==> src/rtl/core2mem_pkg.sv <==
// Shared types and width helpers for the CPU-to-memory width bridge.
package core2mem_pkg;

  typedef enum logic [1:0] {IDLE, RD_WAIT, WR_WAIT, RESP} state_t;

  localparam int WDOG_W = 16;

  function automatic int lane_count(input int cpu_w, input int mem_w);
    return mem_w / cpu_w;
  endfunction

  // Lane index is kept at least one bit wide so a single-lane build still has a legal vector.
  function automatic int lane_idx_width(input int cpu_w, input int mem_w);
    return (mem_w / cpu_w > 1) ? $clog2(mem_w / cpu_w) : 1;
  endfunction

  function automatic int lane_lsb(input int cpu_w);
    return $clog2(cpu_w / 8);
  endfunction

endpackage

==> src/rtl/core2mem_lane_sel.sv <==
// Picks the CPU-sized lane out of a memory beat and places the CPU byte mask in that lane.
module core2mem_lane_sel
  import core2mem_pkg::*;
#(
  parameter int CPU_WIDTH = 64,
  parameter int MEM_WIDTH = 128,
  parameter int LANE_W    = lane_idx_width(CPU_WIDTH, MEM_WIDTH)
) (
  input  logic [LANE_W-1:0]      lane_idx,
  input  logic [MEM_WIDTH-1:0]   mem_rdata,
  input  logic [CPU_WIDTH-1:0]   wdata,
  input  logic [CPU_WIDTH/8-1:0] wmask,
  output logic [CPU_WIDTH-1:0]   rdata_lane,
  output logic [MEM_WIDTH-1:0]   mem_wdata,
  output logic [MEM_WIDTH/8-1:0] mem_wmask
);

  localparam int LANES = lane_count(CPU_WIDTH, MEM_WIDTH);
  localparam int CPU_BYTES = CPU_WIDTH / 8;

  assign mem_wdata = {LANES{wdata}};

  always_comb begin
    rdata_lane = '0;
    mem_wmask  = '0;
    for (int i = 0; i < LANES; i++) begin
      if (lane_idx == LANE_W'(i)) begin
        rdata_lane = mem_rdata[i*CPU_WIDTH +: CPU_WIDTH];
        mem_wmask[i*CPU_BYTES +: CPU_BYTES] = wmask;
      end
    end
  end

endmodule

==> src/rtl/core2mem_bridge.sv <==
// Bridges a narrow CPU load/store port onto a wide memory beat interface.
// Define CORE2MEM_TIMEOUT_EN to add a watchdog that aborts stuck accesses with mem_err.
module core2mem_bridge
  import core2mem_pkg::*;
#(
  parameter int CPU_WIDTH  = 64,
  parameter int MEM_WIDTH  = 128,
  parameter int ADDR_WIDTH = 64,
  parameter int TIMEOUT    = 255
) (
  input  logic                    clk,
  input  logic                    rstn,
  input  logic [ADDR_WIDTH-1:0]   address_cpu,
  input  logic                    ren_cpu,
  input  logic                    wen_cpu,
  input  logic [CPU_WIDTH-1:0]    wdata_cpu,
  input  logic [CPU_WIDTH/8-1:0]  wmask_cpu,
  output logic [CPU_WIDTH-1:0]    rdata_cpu,
  output logic                    mem_stall,
  output logic                    mem_err,
  output logic [ADDR_WIDTH-1:0]   mem_addr,
  output logic                    mem_ren,
  output logic                    mem_wen,
  output logic [MEM_WIDTH-1:0]    mem_wdata,
  output logic [MEM_WIDTH/8-1:0]  mem_wmask,
  input  logic [MEM_WIDTH-1:0]    mem_rdata,
  input  logic                    mem_rvalid,
  input  logic                    mem_wvalid
);

  localparam int LANES  = lane_count(CPU_WIDTH, MEM_WIDTH);
  localparam int LANE_W = lane_idx_width(CPU_WIDTH, MEM_WIDTH);
  localparam int OFF    = lane_lsb(CPU_WIDTH);

  if (CPU_WIDTH < 8 || MEM_WIDTH < CPU_WIDTH || TIMEOUT < 1 || TIMEOUT > 65535) begin : g_bad_params
    $error("core2mem_bridge: illegal parameter combination");
  end

  state_t state, state_nx;

  logic [ADDR_WIDTH-1:0]  addr_q;
  logic [CPU_WIDTH-1:0]   wdata_q;
  logic [CPU_WIDTH/8-1:0] wmask_q;
  logic [LANE_W-1:0]      lane_q;
  logic [LANE_W-1:0]      lane_in;
  logic [CPU_WIDTH-1:0]   rdata_lane;
  logic                   timeout_hit;

  if (LANES > 1) begin : g_lane
    assign lane_in = address_cpu[OFF +: LANE_W];
  end else begin : g_single
    assign lane_in = '0;
  end

  core2mem_lane_sel #(
    .CPU_WIDTH (CPU_WIDTH),
    .MEM_WIDTH (MEM_WIDTH),
    .LANE_W    (LANE_W)
  ) u_lane_sel (
    .lane_idx   (lane_q),
    .mem_rdata  (mem_rdata),
    .wdata      (wdata_q),
    .wmask      (wmask_q),
    .rdata_lane (rdata_lane),
    .mem_wdata  (mem_wdata),
    .mem_wmask  (mem_wmask)
  );

`ifdef CORE2MEM_TIMEOUT_EN
  logic [WDOG_W-1:0] wdog_q;
  logic              err_q;
  logic              in_wait;
  logic              strobe_match;

  assign in_wait      = (state == RD_WAIT) || (state == WR_WAIT);
  assign strobe_match = ((state == RD_WAIT) && mem_rvalid) || ((state == WR_WAIT) && mem_wvalid);
  assign timeout_hit  = in_wait && (wdog_q == WDOG_W'(TIMEOUT - 1));
  assign mem_err      = err_q;

  // Counter is zero on the first WAIT cycle, so TIMEOUT waiting cycles elapse before the abort.
  always_ff @(posedge clk or negedge rstn) begin
    if (!rstn) begin
      wdog_q <= '0;
      err_q  <= 1'b0;
    end else begin
      err_q  <= timeout_hit && !strobe_match;
      wdog_q <= in_wait ? wdog_q + 1'b1 : '0;
    end
  end
`else
  assign timeout_hit = 1'b0;
  assign mem_err     = 1'b0;
`endif

  always_comb begin
    state_nx = state;
    case (state)
      IDLE: begin
        if (wen_cpu) state_nx = WR_WAIT;
        else if (ren_cpu) state_nx = RD_WAIT;
      end
      RD_WAIT: if (mem_rvalid || timeout_hit) state_nx = RESP;
      WR_WAIT: if (mem_wvalid || timeout_hit) state_nx = RESP;
      RESP:    state_nx = IDLE;
      default: state_nx = IDLE;
    endcase
  end

  always_ff @(posedge clk or negedge rstn) begin
    if (!rstn) begin
      state     <= IDLE;
      addr_q    <= '0;
      wdata_q   <= '0;
      wmask_q   <= '0;
      lane_q    <= '0;
      rdata_cpu <= '0;
    end else begin
      state <= state_nx;
      if (state == IDLE && (ren_cpu || wen_cpu)) begin
        addr_q  <= address_cpu;
        wdata_q <= wdata_cpu;
        wmask_q <= wmask_cpu;
        lane_q  <= lane_in;
      end
      if (state == RD_WAIT) begin
        if (mem_rvalid) rdata_cpu <= rdata_lane;
        else if (timeout_hit) rdata_cpu <= '0;
      end
    end
  end

  assign mem_addr  = addr_q;
  assign mem_ren   = (state == RD_WAIT);
  assign mem_wen   = (state == WR_WAIT);
  assign mem_stall = ((state == IDLE) && (ren_cpu || wen_cpu)) || mem_ren || mem_wen;

endmodule

==> config.mk <==
export PLATFORM = sky130hd
export DESIGN_NAME = core2mem_bridge
export DESIGN_NICKNAME = d
export VERILOG_FILES = /design/src/rtl/core2mem_pkg.sv /design/src/rtl/core2mem_lane_sel.sv /design/src/rtl/core2mem_bridge.sv
export SDC_FILE = /design/constraint.sdc
export NUM_CORES = 1
export LEC_CHECK = 0
export CAP_MARGIN = 10
export CORE_AREA = 2 2 214 216
export CTS_CLUSTER_DIAMETER = 80
export CTS_CLUSTER_SIZE = 12
export DETAILED_ROUTE_END_ITERATION = 12
export DIE_AREA = 0 0 216 218
export SLEW_MARGIN = 40
export SYNTH_ARGS = -nofsm -noshare
export SYNTH_HDL_FRONTEND = slang
export SYNTH_HIERARCHICAL = 1
export SYNTH_SLANG_ARGS = --single-unit
==> constraint.sdc <==
create_clock -name clk -period 1.9 [get_ports clk]
set_input_delay 0.285 -clock clk [delete_from_list [all_inputs] [get_ports clk]]
set_output_delay 0.285 -clock clk [all_outputs]
set_load 0.01 [all_outputs]
==> After elaboration in Yosys (flattened, before gate mapping) <==
Cells that the tools add are included.
{ "word_totals": {"reg_bits": 203, "output_inout_bits": 276, "word_cells": 27} }
{ "classes": {"eq_ne": 6, "mux": 8, "n_reduce_logical": 7} }
{ "op_table": {"columns": ["operator", "count"], "rows": [
  ["$mux W64", 1],
  ["$mux W8", 2],
  ["$mux W2", 4],
  ["$pmux W2 S4", 1],
  ["$eq A2 B2 Y1 const B", 2],
  ["$ne A2 B1 Y1 const B", 2],
  ["$logic_or A1 B1 Y1", 3],
  ["$ne A3 B3 Y1 const B", 1],
  ["$reduce_and A3 Y1", 1],
  ["$eq A2 B1 Y1 const B", 1],
  ["$logic_not A2 Y1", 1],
  ["$reduce_and A2 Y1", 1],
  ["$logic_and A1 B1 Y1", 1]
]} }

==> Longest topological paths before layout <==
{ "logic_depth": {"ltp_word": 4, "depth_mapped": 6, "ltp_nobuf": 5} }

==> Cells and area by module <==
Netlist, hierarchy kept.
{ "modules_own_cells": {"columns": ["mod", "instances", "cells_per_inst", "area_per_inst_um2", "seq_area_each_um2"], "rows": [
  ["core2mem_bridge", 1, 446, 8247.9, 5054.8],
  ["core2mem_lane_sel", 1, 217, 2169.6, 0.0]
]} }

==> Worst setup path before layout <==
Ideal clock, no wire load.
{ "synth_timing": {"path_type": "reg-to-reg", "startpoint": "register state[0]", "endpoint": "register rdata_cpu[0]", "t_arrival_ns": 1.433, "setup_slack_ns": 0.342, "path_stages_with_launch": 5, "n_path_buf": 1, "synth_period_minus_slack_ns": 1.558, "path_cell_list": "dfrtp_1 -> ha_1 -> nand2_1 -> buf_2 -> mux2_2"} }
{ "synth_between": {"elab_chain_cells": 2} }
{ "synth_lines": {"columns": ["item", "line_no", "source"], "rows": [
  ["start: declaration", "core2mem_bridge.sv:39", "state_t state, state_nx;"],
  ["start signal: assignment", "core2mem_bridge.sv:118", "state <= state_nx;"],
  ["$eq A2 B1 Y1", null, null],
  ["via mem_ren", "core2mem_bridge.sv:22", "output logic mem_ren,"],
  ["$reduce_and A2 Y1 (no line)", null, null],
  ["end signal: assignment", "core2mem_bridge.sv:126", "if (mem_rvalid) rdata_cpu <= rdata_lane;"],
  ["end: declaration", "core2mem_bridge.sv:18", "output logic [CPU_WIDTH-1:0] rdata_cpu,"]
]} }
The timed path passes the listed nets, and every way through them passes these cells.
A chain may end at the register's enable or synchronous reset.

==> flow_metrics.py <==
metrics = {
    "synthesis": {
        "synth.ff_latch_count": 202,
        "seq_area_frac_synth_pct": 48.5,
        "synth_cell_type_count": 21,
        "netlist_area_um2": 10400,
        "syn_nets": 936,
        "syn_inst": 663,
        "syn_avg_cell_area_um2": 15.7,
        "ys_warn_count": 6,
    },
    "routing": {
        "wirelength_um": 30600,
        "viasPerCell": 3.85,
        "drtIter0Drc": 211,
        "firstDrtPassIters": 4,
        "avgRoutedWirePerCell_um": 17.8,
        "ant_nets": 0,
        "remaining_drc_errors": 0,
        "num_vias": 6646,
    },
    "pwr": {
        "leakage_nw": 7.24,
        "share_comb_of_total_power_pct": 56.8,
        "vdd_ir_drop_max_mv": 0.741,
        "clock_power_share_pct": 14.2,
        "switching_power_mw": 8.84,
        "powerDensity_nw_per_um2": 1700,
        "swShare_pct": 31.7,
        "seqPwrFrac_pct": 29.0,
        "finalPower_mw": 27.9,
        "intPower_mw": 19.0,
    },
    "min_path": {
        "hp-class": "in2async",
    },
    "clock_network": {
        "cts_sinks": 202,
        "cts_buffers": 23,
        "htreeDepth": 1,
        "cts_tree": "yes",
        "clk_pin_slew_ns": 0.06,
        "cts-root-buf": "clkbuf_16",
        "clockBufferDepth": 3,
        "clk-insertion-delay-late_ns": 0.52,
    },
    "setup_path": {
        "crit_slowest_cell": "dfrtp_4",
        "critPathMaxStageDelay_ns": 0.49,
        "end_kind": "primary output",
        "worstPathArrival_ns": 1.57,
        "path_max_fanout": 4,
        "path_buf_inv": 2,
        "crit_family": "flip-flops",
        "startpoint_type": "flip-flop",
        "worstSetupPathType": "reg2out",
        "critical_path_required_ns": 1.62,
        "cp_cell_sequence": "buf_4 -> and2_1 -> dlygate4sd2_1",
    },
    "floorplan": {
        "die_h_um": 218,
        "die_w_um": 216,
        "dieArea_um2": 47100,
        "initial_core_util_pct": 23.2,
        "std_cell_rows": 78,
        "core_area_um2": 44900,
        "io_pins": 546,
    },
    "run": {
        "drv_cap": 0,
    },
    "global_routing": {
        "grt_pass1_vias": 7205,
        "grt_max_degree": 76,
        "track_usage_pct": 12.4,
        "globalRouteOverflowTotal": 0,
        "antenna_found_initial": 0,
        "grt_pass1_wl_um": 45100,
    },
    "timing": {
        "rsz0062_at_grt": "true",
        "clock_skew_ns": 0.0203,
        "fin_crit_ns": 1.85,
        "finalCritPeriodShare_pct": 97.4,
        "hold_viol_final": 0,
        "finalSetupViolCount": 0,
        "maxSlewViolCount": 0,
        "clock.fmax_mhz": 540,
    },
    "final_layout": {
        "area_growth_pct": 57.4,
        "antennaDiodeCount": 0,
        "n_fill_cell": 4337,
        "design_area_um2": 16400,
        "layout-drive-gt1-share_pct": 31.7,
        "nets": 1393,
        "layout_commonest_cell": "clkdlybuf4s50_1",
        "final_cell_mix": "523 x clkdlybuf4s50_1, 201 x dfrtp_1, 193 x mux2_4",
    },
    "placed_design": {
        "post_dp_cell_area_um2": 15700,
        "numPortBuffers": 544,
        "gp_congestion": 0.755,
        "dp_hpwl_um": 23600,
    },
    "outcome": {
        "status": "finished clean",
    },
}
-- registers in the layout, indices dropped and copies added, names as in the netlist --
register	flops
mem_addr	64
rdata_cpu	64
state	2
wdata_q	64
wmask_q	8
-- cell usage after synthesis (all sizes together) --
cell	n	area share (%)
nor3b	2	0.14
o32ai	2	0.17
ha	3	0.36
nor2	1	0.036
buf	160	14
nor2b	10	0.60
o21ai	2	0.13
or2b	1	0.072
and2	8	0.48
nand2	3	0.11
inv	2	0.072
mux2i	1	0.096
dfrtp	202	49
conb	1	0.036
mux2	264	35
nor4	1	0.060
-- final timing paths --
check / from / to / slack, ns / cells past startpoint
worst max-delay path: mem_addr[3] / mem_wmask[9] / 0.05 / 3
worst min-delay path: rstn / mem_addr[42] / 0.24 / 2
worst max register to register: mem_addr[3] / rdata_cpu[12] / 0.14 / 5
worst min register to register: rdata_cpu[53] / rdata_cpu[53] / 0.50 / 1
max in group asynchronous: rstn / mem_addr[62] / 0.92 / 3
min in group clk: wdata_cpu[53] / wdata_q[53] / 0.38 / 2
-- cell families after synthesis --
| kind of cell | share of synthesized area, % |
|---|---|
| other cells | 0.0360 |
| simple gates | 1.50 |
| compound gates | 0.300 |
| flops | 48.5 |
| fa+ha+maj | 0.360 |
| buf+inv | 13.7 |
| mux | 35.6 |
-- layer usage --
| metal | GRT usage, % | vias to the layer above | wire length, um |
|---|---|---|---|
| met5 | 0 | - | 0 |
| met4 | 2.72 | 0 | 524 |
| met3 | 2.75 | 26 | 1860 |
| met2 | 21.7 | 262 | 15500 |
| met1 | 15.7 | 3308 | 12700 |
| li1 | - | 3050 | - |
-- power groups by stage --
stage	Clock, mW	Combinational, mW	Sequential [mW]
after floorplan	0	9.48	8.43
after global placement	0	15.7	8.17
after detailed placement	0	15.9	8.19
after CTS	4.16	15.9	8.12
after global routing	4.33	16.7	8.43
final	3.95	15.8	8.08
-- metrics by stage --
step | hold WS, ns | TNS, ns | cells | setup slack, ns | utilization, %
6_report | 0.237 | 0 | 1724 | 0.0492 | 36.5
4_1_cts | 0.193 | -0.167 | 1722 | -0.167 | 36.4
3_5_place_dp | 0.211 | -6.56 | 1689 | -0.143 | 34.9
5_1_grt | 0.229 | -0.0120 | 1724 | -0.0107 | 36.5
2_1_floorplan | -0.0106 | 0 | 663 | 0.342 | -
3_3_place_gp | 0.204 | -4.33 | 1689 | -0.113 | 34.9
-- worst register-to-register path, cell delays in order, from the launching register on --
cell and delay [ns]:
dfrtp_4 0.42, buf_6 0.18, buf_12 0.22, buf_12 0.23
mux2_4 0.34, mux2_2 0.26
-- layout make-up --
class	instances	area [um^2]	share of cell area (%)
clock inverter	6	51.3	0.313
inverter	2	7.51	0.0458
timing repair buffer	592	5960	36.4
clock buffer	23	576	3.51
tap	600	751	4.58
multi-input combinational	299	3990	24.3
sequential	202	5060	30.9
-- timing repair --
item	CTS	global route
setup endpoints to repair	20	13
endpoints found under the hold margin	68	0
hold buffers	1	0
resized for setup	32	21
setup buffers	3	2
Power figures use the tool's default switching activity.
